[src/rtl/alu_pipe.sv]
// Single-stage brainf*ck-style ALU: registered instruction/value/pointer, cell write-back,
// pointer update, branches, multi-core SYNC barrier and a handshaked PRINT port.
module alu_pipe #(
   parameter int NCORES   = 4,
   parameter int DW       = 16,
   parameter int PW       = 16,
   parameter int PTR_INIT = 128
) (
   input  logic                            clk,
   input  logic                            rst,
   input  logic [15:0]                     ins_in,
   input  logic [DW-1:0]                   val_in,
   input  logic                            fork_valid,
   input  logic [PW-1:0]                   fork_ptr,
   input  logic [NCORES*16-1:0]            all_ins,
   input  logic                            core_stall,
   input  logic                            print_ready,
   output logic [DW-1:0]                   val_out,
   output logic                            wb_en,
   output logic [PW-1:0]                   ptr_select,
   output logic [PW-1:0]                   ptr_wb,
   output logic [15:0]                     branch_val,
   output logic                            branch_en,
   output logic [DW-1:0]                   print_data,
   output logic                            print_valid,
   output logic                            stall,
   output logic [15:0]                     current_ins,
   output logic [$clog2(NCORES+1)-1:0]     num_syncs
);

   localparam int SW = $clog2(NCORES+1);

   localparam logic [3:0] OP_PLUS  = 4'h1;
   localparam logic [3:0] OP_MINUS = 4'h2;
   localparam logic [3:0] OP_INC   = 4'h3;
   localparam logic [3:0] OP_DEC   = 4'h4;
   localparam logic [3:0] OP_BRZ   = 4'h5;
   localparam logic [3:0] OP_BR    = 4'h6;
   localparam logic [3:0] OP_SYNC  = 4'h8;
   localparam logic [3:0] OP_PRINT = 4'h9;
   localparam logic [3:0] OP_ADDK  = 4'hA;
   localparam logic [3:0] OP_MOVK  = 4'hB;

   typedef enum logic {IDLE, HOLD} print_state_e;

   logic [15:0]   ins_q, ins_d;
   logic [DW-1:0] val_q, val_d;
   logic [PW-1:0] ptr_q, ptr_d;
   print_state_e  state_q, state_d;
   logic          printed_q, printed_d;

   logic [3:0] opcode;
   logic       is_print;
   logic       sync_stall;
   logic       print_stall;
   logic       advance;

   assign opcode      = ins_q[15:12];
   assign is_print    = (opcode == OP_PRINT);
   assign current_ins = ins_q;
   assign ptr_wb      = ptr_q;

   always_comb begin
      num_syncs = '0;
      for (int i = 0; i < NCORES; i++) begin
         if (all_ins[16*i+12 +: 4] == OP_SYNC && all_ins[16*i +: 8] == ins_q[7:0])
            num_syncs = num_syncs + SW'(1);
      end
   end

   // A target of 0 can never match because this core always counts itself.
   assign sync_stall = (opcode == OP_SYNC) && (32'(num_syncs) != 32'(ins_q[11:8]));
   assign stall      = sync_stall || print_stall;
   assign advance    = !stall && !core_stall;

   always_comb begin
      ins_d = ins_q;
      val_d = val_q;
      ptr_d = ptr_q;
      if (advance) begin
         ins_d = ins_in;
         val_d = val_in;
         ptr_d = ptr_select;
      end
   end

   always_ff @(posedge clk) begin
      if (rst) begin
         ins_q <= '0;
         val_q <= '0;
         ptr_q <= PW'(PTR_INIT);
      end else begin
         ins_q <= ins_d;
         val_q <= val_d;
         ptr_q <= ptr_d;
      end
   end

   always_comb begin
      val_out    = '0;
      wb_en      = 1'b0;
      branch_val = '0;
      branch_en  = 1'b0;
      ptr_select = ptr_q;
      case (opcode)
         OP_PLUS:  begin val_out = val_q + DW'(1); wb_en = 1'b1; end
         OP_MINUS: begin val_out = val_q - DW'(1); wb_en = 1'b1; end
         OP_ADDK:  begin
            val_out = val_q + {{(DW-8){ins_q[7]}}, ins_q[7:0]};
            wb_en   = 1'b1;
         end
         OP_INC:   ptr_select = ptr_q + PW'(1);
         OP_DEC:   ptr_select = ptr_q - PW'(1);
         OP_MOVK:  ptr_select = ptr_q + {{(PW-12){ins_q[11]}}, ins_q[11:0]};
         OP_BR:    begin branch_val = {4'h0, ins_q[11:0]}; branch_en = 1'b1; end
         OP_BRZ:   begin
            if (val_q == '0) begin
               branch_val = {4'h0, ins_q[11:0]};
               branch_en  = 1'b1;
            end
         end
         default:  ;
      endcase
      // Side effects only count in a cycle that actually retires the instruction.
      if (!advance) begin
         val_out    = '0;
         wb_en      = 1'b0;
         branch_val = '0;
         branch_en  = 1'b0;
      end
      if (fork_valid)
         ptr_select = fork_ptr;
   end

   always_ff @(posedge clk) begin
      if (rst) begin
         state_q   <= IDLE;
         printed_q <= 1'b0;
      end else begin
         state_q   <= state_d;
         printed_q <= printed_d;
      end
   end

   // printed_q remembers a transfer accepted while core_stall held the PRINT in place.
   always_comb begin
      state_d   = state_q;
      printed_d = printed_q;
      case (state_q)
         IDLE: if (is_print && !printed_q && !print_ready) state_d = HOLD;
         HOLD: if (print_ready) state_d = IDLE;
         default: state_d = IDLE;
      endcase
      if (advance)
         printed_d = 1'b0;
      else if (print_valid && print_ready)
         printed_d = 1'b1;
   end

   always_comb begin
      print_valid = 1'b0;
      print_data  = '0;
      print_stall = 1'b0;
      case (state_q)
         IDLE: begin
            if (is_print && !printed_q) begin
               print_valid = 1'b1;
               print_data  = val_q;
               print_stall = !print_ready;
            end
         end
         HOLD: begin
            print_valid = 1'b1;
            print_data  = val_q;
            print_stall = !print_ready;
         end
         default: ;
      endcase
   end

endmodule
[config.mk]
export PLATFORM = sky130hd
export DESIGN_NAME = alu_pipe
export DESIGN_NICKNAME = d
export VERILOG_FILES = /design/src/rtl/alu_pipe.sv
export SDC_FILE = /design/constraint.sdc
export NUM_CORES = 1
export LEC_CHECK = 0
export ABC_AREA = 0
export CAP_MARGIN = 20
export CELL_PAD_IN_SITES_DETAIL_PLACEMENT = 1
export CELL_PAD_IN_SITES_GLOBAL_PLACEMENT = 1
export CORE_AREA = 2 2 141 143
export CTS_CLUSTER_DIAMETER = 200
export DETAILED_ROUTE_END_ITERATION = 7
export DIE_AREA = 0 0 143 145
export PLACE_DENSITY = 0.72
export SYNTH_ARGS = -nofsm -noshare
export SYNTH_HDL_FRONTEND = slang
export SYNTH_SLANG_ARGS = --single-unit
[constraint.sdc]
create_clock -name clk -period 3.6 [get_ports clk]
set_input_delay 0.54 -clock clk [delete_from_list [all_inputs] [get_ports clk]]
set_output_delay 0.54 -clock clk [all_outputs]
set_load 0.03 [all_outputs]
# Word-level counts from Yosys, hierarchy flattened
# Cells that the tools add are included.
[totals]
out_inout_bits = 103
regBits = 50
[classes]
n_mux = 25
n_addsub = 9
n_eq_ne = 19
reduce_logical = 17
bitwise_logic = 1
[ops]
columns = ["cell", "n"]
rows = [
  ["$pmux 16 s3", 2],
  ["$mux 16", 4],
  ["$add 16x1->16 const B", 2],
  ["$add 16x16->16", 2],
  ["$eq 4x4->1 const B", 8],
  ["$eq 8x8->1", 4],
  ["$pmux 16 s2", 1],
  ["$sub 16x1->16 const B", 2],
  ["$pmux 12 s2", 1],
  ["$logic_not 16->1", 1],
  ["$eq 4x3->1 const B", 3],
  ["$mux 12", 1],
  ["$add 3x1->3 const B", 3],
  ["$logic_and 1x1->1", 9],
  ["$mux 1", 9],
  ["$mux 3", 3],
  ["$eq 4x2->1 const B", 2],
  ["$pmux 1 s2", 4],
  ["$eq 4x1->1 const B", 1],
  ["$logic_not 1->1", 4],
  ["$ne 3x4->1", 1],
  ["$reduce_or 3->1", 1],
  ["$reduce_or 2->1", 1],
  ["$logic_or 1x1->1", 1],
  ["$not 1->1", 1],
]

# Logic depth before layout (Yosys ltp)
[depth]
word_depth = 15
mapped_depth = 18

# Least setup slack after synthesis
# Ideal clock, no wire load.
[synth_timing]
kind = "register to output"
start = "register ins_q[14], in the netlist current_ins[14]"
end = "output ptr_select[12]"
arrival_time_ns = 3.741
required_ns = 3.060
path_slack_ns = -0.681
stages_incl_launch_ff = 13
path_cell_list = "dfxtp_1 > inv_1 > nor4_1 > clkbuf_1 > a21o_1 > ha_1 > nor2b_1 > o31a_1 > o211a_1 > o31a_1 > a32o_1 > o31a_1 > a21oi_1"
[synth_via]
elab_chain_cells = 3
[synth_lines]
columns = ["element", "line_no", "rtl"]
rows = [
  ["from (decl)", "46", "logic [15:0] ins_q, ins_d;"],
  ["from (signal assigned)", "93", "ins_q <= ins_d;"],
  ["$eq 4x4->1, or another cell as far along", "105", "case (opcode)"],
  ["$pmux 16 s3 *", "105", ""],
  ["$mux 16 *", "131", "if (fork_valid)"],
  ["to (decl)", "20", "output logic [PW-1:0] ptr_select,"],
]
# Mark *: on every way between the ends. The rest lies on a longest branch, timed or not.

# Worst setup path in the final report
# Ends and elaborated chain as after synthesis.

==> metrics.log <==
INFO  metric outcome = finished, violations left
INFO  metric failed_checks = setup timing
INFO  metric timing.rr.start = current_ins[3]
INFO  metric setup.reg_to_reg.worst_slack = 30 ps
INFO  metric routabilityCongestion = 0.891
INFO  metric chipWidth = 143 µm
INFO  metric num-nets-final = 1110
INFO  metric vdd_ir_drop_max = 175 µV
INFO  metric post-route-period-util = 116%
INFO  metric fin_hold_ws = 525 ps
INFO  metric worst_hold_path_type = flip-flop to flip-flop
INFO  metric clock_tree.root_cell = clkbuf_16
INFO  metric cp.required = 3060 ps
INFO  metric detail_route.vias_per_cell = 5.13
INFO  metric global_route.usage.total = 22.7%
INFO  metric cts.reportedPaths.clkPinSlew = 80 ps
INFO  metric cellPowerDensity = 236 nW/µm²
INFO  metric final.setup.worst_slack = -568 ps
INFO  metric total_power = 2.19 mW
INFO  metric core_ar = 19200 µm²
INFO  metric critPathCapture = ptr_select[12]
INFO  metric worst_ep_arrival_time = 3630 ps
INFO  metric static-leakage-power = 4.08 nW
INFO  metric first_pass_iters = 4
INFO  metric synth_ff_type = dfxtp_1
INFO  metric final_layout_size_suffix_gt1_share = 35.4%
INFO  metric yosysWarnings = 0
INFO  metric criticalPathCategory = flip-flop to primary output
INFO  metric cp_max_fo = 3
INFO  metric reg2reg_depth = 18
INFO  metric numCtsBuffers = 5
INFO  metric max_stage_delay = 420 ps
INFO  metric cts_max_path_buffers = 2
INFO  metric setup.worst_path.end_class = primary output
INFO  metric boundaryPins = 220
INFO  metric drtIter0Drc = 266
INFO  metric drt-wirelength-per-cell = 20.0 µm
INFO  metric tritoncts_clock_tree = yes
INFO  metric final_slew_viol_count = 0
INFO  metric setup-violations-final = 20
INFO  metric core.rowCount = 51
INFO  metric clock_latency = 310 ps
INFO  metric synth.distinct_cells = 79
INFO  metric area_delta_synth_final = 81.6%
INFO  metric mapped_cells = 663
INFO  metric detail-route-antenna-nets = 0
INFO  metric hold_violations = 0
INFO  metric htreeDepth = 2
INFO  metric io_buffer_count = 199
INFO  metric critPathLaunchType = flip-flop
INFO  metric fp.dieH = 145 µm
INFO  metric dp_slack = -1290 ps
INFO  metric drv.max_cap_violation_count = 0
INFO  metric clock_sink_count = 50
INFO  metric fin_crit = 4170 ps
INFO  metric unrepaired_setup_endpoints_after_global_routing = yes
INFO  metric mostFrequentLayoutCells = buf_4, clkdlybuf4s50_1, a21oi_1
INFO  metric cpMostUsedCell = o31a_1
INFO  metric slowest_stage = or3_4
INFO  metric grt_start_max_net_pins = 48
INFO  metric globalRouteOverflowTotal = 0
INFO  metric antenna_violations_before_repair = 0
INFO  metric diodes = 0
INFO  metric synth.top_cells.by_area = dfxtp_1, a21oi_1, ha_1
INFO  metric max-slew-margin-rel = 33.3%
INFO  metric postSynthRegisterBits = 50
INFO  metric synth-seq-area-share = 19.6%
INFO  metric synth_largest_type_area_fraction = 19.6%
INFO  metric initial_core_util = 26.6%
INFO  metric ctsHoldBuffers = 0
INFO  metric timing.rr.end = ptr_wb[9]
INFO  metric layout_commonest_cell = buf_4
INFO  metric cp_cell_sequence = nand2b_4 > or3_4 > ha_4 > inv_2 > fa_2 > nor2b_2 > o31a_1 > o211a_1 > buf_6 > o31a_1 > a32o_2 > o31a_1 > a21oi_4 > buf_6
INFO  metric vias_in_the_first_global_route = 6744
INFO  metric detail_route.wirelength = 24.6 mm
INFO  metric drc = 0
INFO  metric grt_first_pass_wirelength = 37.3 mm
INFO  metric async_flop_share = 0%
INFO  metric area_of_the_mapped_netlist = 5110 µm²
INFO  metric synth-edff-count = 0
INFO  metric max_freq = 240 MHz
INFO  metric worst_tran_pin_value = 993 ps
INFO  metric synth_area_per_cell = 7.71 µm²
INFO  metric layout.filler_cells = 2228
INFO  metric vias = 6308
INFO  metric fp.dieArea = 20700 µm²
INFO  metric dpl.hpwl = 17.2 mm
INFO  metric yosys_top_cell_by_area = dfxtp_1
INFO  metric critPathLaunch = current_ins[14]
INFO  metric clock_skew = 9.31 ps
[final cells by class]
class | instances | area [µm²] | area share, %
tap | 265 | 332 | 3.57
sequential | 50 | 1030 | 11.1
clock inverter | 3 | 28.8 | 0.310
multi-input combinational | 528 | 4350 | 46.8
inverter | 37 | 139 | 1.50
clock buffer | 5 | 125 | 1.35
timing repair buffer | 342 | 3290 | 35.4
[cell usage after synthesis (all sizes together) (20+ instances only)]
library cell  count
inv              36
xnor2            34
xor2             25
nor2b            20
buf              27
clkbuf           24
a21oi            71
nand2            25
dfxtp            50
nor2             27
ha               27
o21ai            58
nand3            49
[report_power, final]
group          switching [mW]  internal, mW
logic                   0.522         0.496
registers              0.0580         0.588
clock network           0.262         0.268
total                   0.842          1.35
[worst min-delay path by stage]
stage	cells past startpoint	start	end	slack (ps)
after global placement	2	printed_q	printed_q	510
final	2	printed_q	printed_q	520
after CTS	2	printed_q	printed_q	530
after detailed placement	2	printed_q	printed_q	510
after global routing	2	printed_q	printed_q	540
after floorplan	2	val_q[6]	val_q[6]	480
[worst max-delay path, delay by kind of cell (launching register included)]
family          cells  cell delay (ps)
simple gates        3              620
flops               1              360
compound gates      6             1630
fa+ha+maj           2              380
buf+inv             3              320
[metrics by stage]
stage	util [%]	area [µm²]	setup TNS, ps	cells
4_1_cts	47.1	9050	-4740	1233
6_report	48.3	9290	-6070	1230
3_5_place_dp	42.0	8070	-51130	1173
3_3_place_gp	42.0	8070	-48790	1173
2_1_floorplan	-	5290	-287	666
5_1_grt	48.3	9290	-9970	1230
[cells by family after synthesis]
group	after synthesis	share of synthesized area, %
buffers and inverters	88	8.56
AND/OR/NAND/NOR	210	23.3
other	1	0.0733
AO/OA/AOI/OAI	212	26.6
flip-flops	50	19.6
XOR/XNOR	61	12.1
multiplexers	12	2.47
adder cells (fa/ha/maj)	29	7.39
[what timing repair did]
action                     CTS  global route
gates cloned                 1             1
pin swaps                   53            33
setup endpoints to repair   74            73
gates resized for setup    148            57
buffers inserted            53            14
[per-layer routing]
| layer | global-route usage, % | part of all wire [%] |
|---|---|---|
| met1 | 28.1 | 42 |
| met2 | 40.6 | 52 |
| met3 | 3.07 | 4.4 |
| met4 | 6.44 | 2.3 |
| met5 | 0 | 0 |
[sequential cells by signal, indices dropped and copies added, names as in the netlist]
register and count:
current_ins 16, printed_q 1, ptr_wb 16, state_q 1, val_q 16
Note: power is estimated with default switching activity, not from simulation.
